## src/rtl/mb_bist_driver.sv

```systemverilog
// BIST driver/checker for the pipelined Booth multiplier: issues operands, predicts and checks products.
// Define MB_BIST_LFSR_EN for LFSR operands; otherwise operands come from the vector index.
module mb_bist_driver #(
    parameter int WIDTH       = 8,
    parameter int LATENCY     = 4,
    parameter int NUM_VECTORS = 10000,
    parameter int IDXW        = 16
) (
    input  logic                 CLK,
    input  logic                 RST,
    input  logic                 start,
    output logic [WIDTH-1:0]     mx,
    output logic [WIDTH-1:0]     my,
    input  logic [2*WIDTH-1:0]   product,
    output logic                 busy,
    output logic                 done,
    output logic                 pass,
    output logic [IDXW-1:0]      err_count,
    output logic [IDXW-1:0]      first_err_idx
);
    localparam int PW  = 2 * WIDTH;
    localparam int DCW = $clog2(LATENCY + 1) + 1;
    localparam logic [IDXW-1:0] LAST_IDX   = IDXW'(NUM_VECTORS - 1);
    localparam logic [DCW-1:0]  DRAIN_LAST = DCW'(LATENCY);

    typedef enum logic [1:0] {IDLE, RUN, DRAIN, DONE} state_t;

    state_t            state;
    state_t            state_nxt;
    logic [IDXW-1:0]   idx;
    logic [DCW-1:0]    drain_cnt;
    logic [PW-1:0]     vec;
    logic              accept;
    logic              mismatch;

    // Head stage is loaded together with mx/my; LATENCY more stages line it up with product.
    logic              head_v;
    logic [IDXW-1:0]   head_idx;
    logic [PW-1:0]     head_exp;
    logic              pipe_v   [LATENCY];
    logic [IDXW-1:0]   pipe_idx [LATENCY];
    logic [PW-1:0]     pipe_exp [LATENCY];

    assign accept   = start && (state == IDLE || state == DONE);
    assign busy     = (state == RUN) || (state == DRAIN);
    assign done     = (state == DONE);
    assign pass     = done && (err_count == '0);
    assign mismatch = pipe_v[LATENCY-1] && (pipe_exp[LATENCY-1] != product);

`ifdef MB_BIST_LFSR_EN
    // Shift-right Fibonacci taps: bit 0 leaves, the XOR of the tapped bits enters at the top.
    localparam logic [63:0] TAPS_ALL = (PW == 8)  ? 64'h1D :
                                       (PW == 24) ? 64'h87 :
                                       (PW == 32) ? 64'hC000_0401 : 64'h2D;
    localparam logic [PW-1:0] TAPS = TAPS_ALL[PW-1:0];

    logic [PW-1:0] lfsr;

    always_ff @(posedge CLK) begin
        if (!RST || accept) begin
            lfsr <= PW'(1);
        end else if (state == RUN) begin
            lfsr <= {^(lfsr & TAPS), lfsr[PW-1:1]};
        end
    end

    assign vec = lfsr;
`else
    localparam int VW = (IDXW > PW) ? IDXW : PW;

    logic [VW-1:0] idx_ext;

    assign idx_ext = VW'(idx);
    assign vec     = idx_ext[PW-1:0];
`endif

    always_ff @(posedge CLK) begin
        if (!RST) begin
            state <= IDLE;
        end else begin
            state <= state_nxt;
        end
    end

    always_comb begin
        state_nxt = state;
        unique case (state)
            IDLE, DONE: if (start) state_nxt = RUN;
            RUN:        if (idx == LAST_IDX) state_nxt = DRAIN;
            DRAIN:      if (drain_cnt == DRAIN_LAST) state_nxt = DONE;
            default:    state_nxt = IDLE;
        endcase
    end

    always_ff @(posedge CLK) begin
        if (!RST) begin
            mx            <= '0;
            my            <= '0;
            idx           <= '0;
            drain_cnt     <= '0;
            head_v        <= 1'b0;
            head_idx      <= '0;
            head_exp      <= '0;
            err_count     <= '0;
            first_err_idx <= '1;
            for (int i = 0; i < LATENCY; i++) begin
                pipe_v[i]   <= 1'b0;
                pipe_idx[i] <= '0;
                pipe_exp[i] <= '0;
            end
        end else begin
            mx        <= '0;
            my        <= '0;
            head_v    <= 1'b0;
            head_idx  <= '0;
            head_exp  <= '0;
            drain_cnt <= '0;
            if (state == RUN) begin
                mx       <= vec[WIDTH-1:0];
                my       <= vec[PW-1:WIDTH];
                head_v   <= 1'b1;
                head_idx <= idx;
                head_exp <= PW'(vec[WIDTH-1:0]) * PW'(vec[PW-1:WIDTH]);
                if (idx != LAST_IDX) idx <= idx + IDXW'(1);
            end
            if (state == DRAIN) drain_cnt <= drain_cnt + DCW'(1);
            pipe_v[0]   <= head_v;
            pipe_idx[0] <= head_idx;
            pipe_exp[0] <= head_exp;
            for (int i = 1; i < LATENCY; i++) begin
                pipe_v[i]   <= pipe_v[i-1];
                pipe_idx[i] <= pipe_idx[i-1];
                pipe_exp[i] <= pipe_exp[i-1];
            end
            if (accept) begin
                err_count     <= '0;
                first_err_idx <= '1;
                idx           <= '0;
            end else if (mismatch) begin
                if (err_count != '1) err_count <= err_count + IDXW'(1);
                if (err_count == '0) first_err_idx <= pipe_idx[LATENCY-1];
            end
        end
    end
endmodule

```

## config.mk

```make
export PLATFORM = sky130hd
export DESIGN_NAME = mb_bist_driver
export DESIGN_NICKNAME = d
export VERILOG_FILES = /design/src/rtl/mb_bist_driver.sv
export SDC_FILE = /design/constraint.sdc
export NUM_CORES = 1
export LEC_CHECK = 0
export CORE_MARGIN = 2
export CORE_UTILIZATION = 35
export DETAILED_ROUTE_END_ITERATION = 12
export GPL_TIMING_DRIVEN = 1
export PLACE_DENSITY = 0.52
export SLEW_MARGIN = 20
export SYNTH_ARGS = -nofsm -noshare
export SYNTH_HDL_FRONTEND = slang
export SYNTH_SLANG_ARGS = --single-unit
```

## constraint.sdc

```tcl
create_clock -name CLK -period 5.4 [get_ports CLK]
set_clock_uncertainty 0.2 [all_clocks]
set_input_delay 1.08 -clock CLK [delete_from_list [all_inputs] [get_ports CLK]]
set_output_delay 1.08 -clock CLK [all_outputs]
set_load 0.1 [all_outputs]
```

==> results of run 1 <==
[Yosys cell counts (25+ instances only)]
cell,n,area (um^2)
ha_1,45,563
and3_1,27,169
o21ai_0,28,140
nor2_1,30,113
clkbuf_1,48,180
fa_1,36,721
nand3_1,46,230
and2_1,183,1140
nand2_1,44,165
xnor2_1,25,219
inv_1,64,240
dfxtp_1,219,4380
[metrics by stage]
stage               area, um^2   util  hold WS [ns]  setup slack (ns)  power [mW]
finish                   11100  0.425         0.226             0.570        3.60
global route             11100  0.425         0.242             0.259        3.74
CTS                      11100  0.425         0.224             0.541        3.65
detailed placement       10300  0.394         0.217             0.563        2.00
global placement         10300  0.394         0.214             0.658        2.00
floorplan                 9320      -         0.206             0.820        1.91
[layout make-up]
cell class              instances  area share
well taps                     335      0.0377
clock buffers                  31      0.0609
repair buffers                 78      0.0678
flip-flops and latches        219       0.395
clock inverters                13      0.0128
multi-input cells             599       0.405
inverters                      64      0.0216
[power by group through the flow]
stage,clock network (mW),logic (mW),registers (mW)
after floorplan,0,0.218,1.69
after global placement,0,0.309,1.69
after detailed placement,0,0.310,1.69
after CTS,1.69,0.311,1.65
after global routing,1.76,0.334,1.65
final,1.64,0.307,1.65
[how the worst max path moves through the flow]
stage,startpoint,to,slack [ns],cells after the start
3_3_place_gp,idx[3],head_exp[13],0.66,13
2_1_floorplan,idx[2],head_exp[13],0.82,14
6_report,idx[3],head_exp[13],0.57,13
4_1_cts,idx[3],head_exp[13],0.54,13
5_1_grt,idx[3],head_exp[13],0.26,13
3_5_place_dp,idx[3],head_exp[13],0.56,13
[critical path, stage by stage (launching register included)]
cell     delay, ns
dfxtp_1       0.67
and2_1        0.22
fa_1          0.45
fa_1          0.53
fa_1          0.54
inv_1         0.05
fa_1          0.52
inv_1         0.04
ha_1          0.23
or3_1         0.40
or2_2         0.28
o22a_1        0.21
a31oi_1       0.21
mux2i_1       0.20
[state kept, by name (all words and copies together) (netlist names), 7 cells and up]
register,count
pipe_exp,64
my,8
err_count,16
first_err_idx,16
head_exp,16
idx,16
pipe_idx,64
mx,7
[routing by layer]
layer / vias up / track usage / routed length (um)
met5: - / 0 / 0
met4: 0 / 0.0355 / 369
met3: 26 / 0.0232 / 792
met2: 102 / 0.206 / 7900
met1: 2809 / 0.191 / 9530
li1: 3163 / - / -
[cells by family after synthesis]
logic type | synth area share
AND/OR/NAND/NOR | 0.244
flip-flops | 0.470
buffers and inverters | 0.0474
adder cells (fa/ha/maj) | 0.138
AO/OA/AOI/OAI | 0.0587
XOR/XNOR | 0.0310
multiplexers | 0.0107
==> impl_metrics.toml, run 1 <==
[grt]
grt_pass1_vias = 5954
grt_usage = 0.132
grt_overflow = 0
grt_pass1_wl_um = 30600
antenna_found_initial = 0
grt_max_degree = 80

[critical_path]
arrival_ns = 5.07
required_ns = 5.64
reg2reg_from = "idx[3]"
endpoint_kind = "flip-flop"
reg2reg_slack_ns = 0.57
path_class = "reg -> reg"
worstPathMaxFanout = 16
worstReg2RegEnd = "head_exp[13]"
rr_worst_depth = 13
critPathLaunchType = "flip-flop"

[yosys]
post_synth.cell_area_avg_um2 = 9.99
postSynthCellCount = 933
synth_area_mm2 = 0.00932
synthesis.nets = 1033
ys_types = 50
ys.flop_type = "dfxtp_1"
synth_seq_area_share = 0.470
synth_edf_count = 0
ys_async_sr_fraction = 0
synth.ff_latch_count = 219
yosys_warnings = 0

[placed_design]
io_buffers = 69
gp_congestion = 0.817
dp.cells = 1295
hpwlAfterDp_um = 12800

[power]
power.leakage_nw = 4.74
power_switching_share = 0.248
power_frac_comb = 0.085
pwr_density_cell_mw_per_mm2 = 323
p_clk_frac = 0.455
power_frac_seq = 0.460
ir_worst_vdd_mv = 0.234
intPower_mw = 2.71
p_sw_mw = 0.890

[route]
ant_nets = 0
wire_per_inst_um = 13.9
routed_via_density = 4.56
firstDrtPassIters = 8
dr.first_iter.drc_count = 403
drc = 7
vias = 6100
drt_wl_total_um = 18600

[sta]
setup_viol = 0
fmax_mhz = 207
tightest_slew_ns = 1.02
slew_violations = 0
finalCritPeriodShare = 0.894
relSlewSlack = 0.317
min_period_ns = 4.83
rsz0062_at_grt = "no"
fin_tns_setup_ns = 0
hold_violations = 0

[die]
initial_utilization = 0.357
die_y_um = 167
fp.coreArea_mm2 = 0.0261
fp-row-count = 59
ioPinCount = 70
die_w_um = 167
die_area_mm2 = 0.0279

[clock_tree]
clock_path_buffers = 3
cts_tree = "done"
h-tree-depth = 1
cts_inserted_buffers = 24
insertion_delay_ns = 0.51
cts_resized = 0
clk_pin_slew_ns = 0.06
hold_buffers = 0
ctsRootBufferMaster = "clkbuf_16"
post_cts_buffers = 0
clock-sinks = 219

[min_path]
hp-class = "reg -> reg"
min_from = "head_exp[5]"
min_path_cells = 1
hold_end = "pipe_exp[0][5]"

[cells_and_area]
finalNetCount = 1086
seqCellArea_mm2 = 0.00438
fillers = 2600
multi_input_area_mm2 = 0.00450
final_cell_mix = "219 x dfxtp_1, 183 x and2_1, 67 x clkdlybuf4s50_1"
instances_no_fill = 1339
synthToLayoutAreaGrowth_pct = 19.3
n_antenna_cell = 0
final_common_cell = "dfxtp_1"
drive_gt1_frac = 0.0608

[run]
drv_cap = 0

[status]
violations = "DRC"
status = "finished, violations left"
Note: power is estimated with default switching activity, not from simulation.
==> run 2: changes to the inputs <==
--- a/config.mk
+++ b/config.mk
@@ -5,7 +5,7 @@
 export SDC_FILE = /design/constraint.sdc
 export NUM_CORES = 1
 export LEC_CHECK = 0
-export CORE_MARGIN = 2
+export CORE_MARGIN = 1.5
 export CORE_UTILIZATION = 35
 export DETAILED_ROUTE_END_ITERATION = 12
 export GPL_TIMING_DRIVEN = 1
==> impl_metrics.toml, run 2 (synthesis gave the netlist of run 1 again) <==
[power]
pwr_density_cell_mw_per_mm2 = 319
ir_worst_vdd_mv = 0.239
totalPowerFinal_mw = 3.52
power.leakage_nw = 4.70

[grt]
grt_pass1_wl_um = 31100
grt_max_degree = 88
grt_pass1_vias = 6052
grt_usage = 0.136
antenna_found_initial = 0
grt_overflow = 0

[die]
die_area_mm2 = 0.0276
ioPinCount = 70
die_y_um = 166
die_w_um = 166
initial_utilization = 0.358
fp.coreArea_mm2 = 0.0261
fp-row-count = 59

[min_path]
min_path_cells = 1
hp-class = "reg -> reg"

[critical_path]
critPathLaunchType = "flip-flop"
crit_chain = "and2_1 -> fa_1 -> fa_1 -> fa_1 -> inv_1 -> fa_1 -> inv_1 -> ha_1 -> or3_1 -> or2_2 -> o22a_1 -> a31oi_1 -> mux2i_1"
endpoint_kind = "flip-flop"
worstPathMaxFanout = 16
slowest_stage = "dfxtp_1"
path_class = "reg -> reg"
rr_worst_depth = 13
required_ns = 5.64
cpPeakStageDelay_ns = 0.63
worst_path_most_repeated_cell = "fa_1"
arrival_ns = 5.04

[sta]
fin_tns_setup_ns = 0
setup_viol = 0
tightest_slew_ns = 1.04
fmax_mhz = 208
slew_violations = 0
finalCritPeriodShare = 0.889
holdWs_ns = 0.226
rsz0062_at_grt = "no"
setup_slack_ns = 0.597
min_period_ns = 4.80
hold_violations = 0
relSlewSlack = 0.305

[route]
drt_wl_total_um = 18600
ant_nets = 0
vias = 6153
dr.first_iter.drc_count = 312
drc = 0
wire_per_inst_um = 13.9
firstDrtPassIters = 4
routed_via_density = 4.61

[clock_tree]
insertion_delay_ns = 0.52
cts_tree = "done"
clock_path_buffers = 3
clk_pin_slew_ns = 0.06
clock-sinks = 219
hold_buffers = 0
h-tree-depth = 1
cts_inserted_buffers = 24
post_cts_buffers = 0
cts_resized = 0
ctsRootBufferMaster = "clkbuf_16"

[placed_design]
hpwlAfterDp_um = 12700
io_buffers = 69
gp_congestion = 0.846
dp_slack_ns = 0.576

[cells_and_area]
fin_util = 0.424
finalNetCount = 1084
synthToLayoutAreaGrowth_pct = 18.5
drive_gt1_frac = 0.0511
fillers = 2594
n_antenna_cell = 0
multi_input_area_mm2 = 0.00450
final_common_cell = "dfxtp_1"
seqCellArea_mm2 = 0.00438
reg.largest.list = "pipe_exp (64), pipe_idx (64)"
final_cell_mix = "219 x dfxtp_1, 183 x and2_1, 67 x clkdlybuf4s50_1"

[status]
status = "complete, no violations"

[run]
drv_cap = 0
## run 2: cell count changes in the layout (fill, tap and decap cells not counted)
cell | before | now
clkbuf_1 | 2 | 7
clkinv_2 | 5 | 2
clkinv_4 | 3 | 1
buf_4 | 11 | 9
clkinvlp_4 | 2 | 0
bufinv_16 | 2 | 1
## run 2: final timing paths
path	slack (ns)	to	start
worst min-delay path	0.23	pipe_v[0][3]	pipe_v[0][2]
worst max-delay path	0.60	head_exp[15]	idx[2]
worst min register to register	0.23	pipe_v[0][3]	pipe_v[0][2]
worst max register to register	0.60	head_exp[15]	idx[2]
## run 2: layout make-up
type                       instances  area share
multi-input combinational        599       0.407
inverter                          64      0.0218
tap                              335      0.0380
clock buffer                      36      0.0630
sequential                       219       0.397
clock inverter                     5     0.00589
timing repair buffer              76      0.0669
## run 2: critical path: cells and delay by family (launching register included)
family / cells / cell delay (ns)
fa+ha+maj: 5 / 2.27
mux: 1 / 0.20
flops: 1 / 0.63
simple gates: 3 / 0.90
compound gates: 2 / 0.43
buf+inv: 2 / 0.10
## run 2: power by group
group,internal [mW],switching (mW)
combinational,0.0858,0.225
sequential,1.63,0.0189
clock,0.934,0.622
## run 2: routing by layer
metal | global-route usage | share of wire | routed length, um
met1 | 0.190 | 0.50 | 9250
met2 | 0.213 | 0.43 | 8020
met3 | 0.0253 | 0.049 | 904
met4 | 0.0431 | 0.023 | 419
met5 | 0 | 0 | 0
## run 2: metrics by stage
stage	cell area [um^2]	instances
global placement	10300	1293
floorplan	9320	933
CTS	11000	1334
finish	11000	1334
detailed placement	10300	1293
global route	11000	1334
==> run 3: changes to the inputs <==
--- a/config.mk
+++ b/config.mk
@@ -8,6 +8,7 @@
 export CORE_MARGIN = 1.5
 export CORE_UTILIZATION = 35
 export DETAILED_ROUTE_END_ITERATION = 12
+export GPL_ROUTABILITY_DRIVEN = 0
 export GPL_TIMING_DRIVEN = 1
 export PLACE_DENSITY = 0.52
 export SLEW_MARGIN = 20
==> results of run 3 <==
No change in the layout: final DEF, timing and power equal those of run 2.
==> edit: new RTL, config.mk and constraints of run 2 <==
Encoding of `state_t`: now one-hot (4 bits for 4 states).
--- a/src/rtl/mb_bist_driver.sv
+++ b/src/rtl/mb_bist_driver.sv
@@ -24,5 +24,5 @@
     localparam logic [DCW-1:0]  DRAIN_LAST = DCW'(LATENCY);
 
-    typedef enum logic [1:0] {IDLE, RUN, DRAIN, DONE} state_t;
+    typedef enum logic [3:0] {IDLE = 4'b0001, RUN = 4'b0010, DRAIN = 4'b0100, DONE = 4'b1000} state_t;
 
     state_t            state;
Behaviour: same outputs for any inputs over 10 cycles, from zero or initial values and one cycle with RST low; not proved beyond that.
==> edit against run 2 <==
- routed wire length rose by 0.76%
- global-route usage is 0.19 points higher
- synthesized area increased by 1.5%
- largest cell class unchanged
- sequential cell count grew 2
- non-clock buffer count is the same
- maximum frequency rose by 1.4%
- final area increased by 1.1%
- die area rose by 1.4%
- worst setup slack improved by 0.065 ns
- core utilization rose by 0.11 points
- critical path depth rose by 1
Power is not compared: it rests on default switching activity, and its combinational part moved more than twofold at a synthesized area within 25%.
==> edit: results (changes against run 2) <==
outcome finished clean (unchanged); LEAKAGE 4.638 nW; Ys Warns 0 (unchanged); worst relative slew slack 30.52% (was 30.47%); post-synthesis sequential area ratio 46.80% (was 47.05%); Post-synth top cells dfxtp_1 (221), and2_1 (181), inv_1 (61), nand3_1 (54), ha_1 (41) (was dfxtp_1 (219), and2_1 (183), inv_1 (64), clkbuf_1 (48), nand3_1 (46)); post-CTS resize count 0 (unchanged); Worst Hold Depth 1 (unchanged); Longest Clk Path Bufs 3 (unchanged); setup bufs post-CTS 0 (unchanged); Placed Area 10400 um^2 (was 10280 um^2); antenna cells 0 (unchanged); GRT Overall Usage 13.79% (was 13.60%); Max FO, Critical Path 15 (was 16); Clock transition at path regs 0.06 ns (about the same); pin count of the biggest net entering global routing 105 (was 88); initial antenna violation count 0 (unchanged); cells on worst reg2reg path 14 (was 13); DRT iter0 DRCs 405 (was 312); clk_lat worst skew 0.51 ns; GP Congestion 0.7936 (was 0.8461); nets 1107 (was 1084); first-pass GRT wire length 31.83 mm (was 31.12 mm); CTS Root Buffer Type clkbuf_16 (unchanged); class of the worst hold path flip-flop to flip-flop (unchanged); Vias/cell 4.648 (was 4.612); PortBufs 69 (unchanged); maximum vdd drop 0.0001981 V; Largest regs pipe_exp (64), pipe_idx (64) (unchanged); number of global-route vias before repair 6237 (was 6052); ys async rst share 0% (unchanged); DPL Wire Length 12.90 mm (was 12.70 mm); final wirelength 18.73 mm (was 18.59 mm); crit path DAT 4.93 ns (was 5.04 ns); Num CTS Buffers 24 (unchanged); Detailed Routing Iterations Pass 1 6 (was 4); share of layout cells above drive strength 1 5.745% (was 5.105%); setup TNS 0 ns (unchanged); Synth area leaders dfxtp_1 (47%), and2_1 (12%), fa_1 (7.6%), ha_1 (5.4%), nand3_1 (2.9%) (was dfxtp_1 (47%), and2_1 (12%), fa_1 (7.7%), ha_1 (6.0%), inv_1 (2.6%)); Netlist cell types 52 (was 50); H-tree lvl count 1 (unchanged)
[edit: cell types whose count changed after synthesis, moves of 7 or more]
cell             run 2  this run
o21ai_1              0        16
a21oi_1             14        26
or3_1                6        17
nand2b_1            11         1
mux2i_1             10         1
buf_2                1         9
clkbuf_1            48        40
nand3_1             46        54
nand4_1             14        22
xor2_1               8        16
nand2_1             44        37
nor2_1              30        37
o21ai_0             28        21
[edit: routing by layer]
layer  wire (um)  GRT usage [%]  part of all wire, %  vias to the layer above
li1            -              -                    -                     3279
met1        9191          18.96                   49                     2921
met2        8511          22.43                   45                      106
met3         699          2.033                  3.7                       24
met4         330          4.113                  1.8                        0
met5           0              0                    0                        -
[edit: final timing paths]
path                     start            to  slack [ns]
setup / recovery        idx[4]  head_exp[12]        0.66
hold / removal    pipe_v[0][2]  pipe_v[0][3]        0.22
setup reg to reg        idx[4]  head_exp[12]        0.66
hold reg to reg   pipe_v[0][2]  pipe_v[0][3]        0.22
[edit: cell type report]
type | instances | area [um^2]
Clock buffer | 32 | 670.6
Tap cell | 335 | 419.2
Inverter | 61 | 229.0
Sequential cell | 221 | 4424
Fill cell | 2562 | 15120
Timing Repair Buffer | 76 | 738.2
Clock inverter | 10 | 90.09
Multi-Input combinational cell | 627 | 4591
[edit: cells by family after synthesis]
logic type                 Yosys count  share of synthesized area [%]
and+or+nand+nor                    418                          25.74
muxes                                1                         0.1059
AOI/OAI and AO/OA                   94                          5.982
xor gates and xnor gates            37                          3.428
buffers and inverters              116                          4.897
adders and majority gates           77                          13.05
DFF                                221                          46.80
[edit: stage by stage]
stage	worst slack, ns	cells	power (mW)
final	0.6619	1362	3.246
after global routing	0.3815	1362	3.365
after CTS	0.6538	1362	3.297
after detailed placement	0.7027	1320	1.737
after global placement	0.7397	1320	1.738
after floorplan	0.8891	964	1.710
[edit: power breakdown]
part / internal, mW / total (mW) / switching [mW]
combinational: 0.0244 / 0.0645 / 0.0401
sequential: 1.63 / 1.64 / 0.00389
clock: 0.920 / 1.55 / 0.625
[edit: critical path, cell delays in order (launching register included)]
cell      delay [ns]
dfxtp_1         0.64
nand2_1         0.14
fa_1            0.49
fa_1            0.50
inv_1           0.06
fa_1            0.53
inv_1           0.06
fa_1            0.53
inv_1           0.04
ha_1            0.23
or3_1           0.43
o211a_1         0.24
a211oi_1        0.29
nor4_1          0.08
nand2b_1        0.16
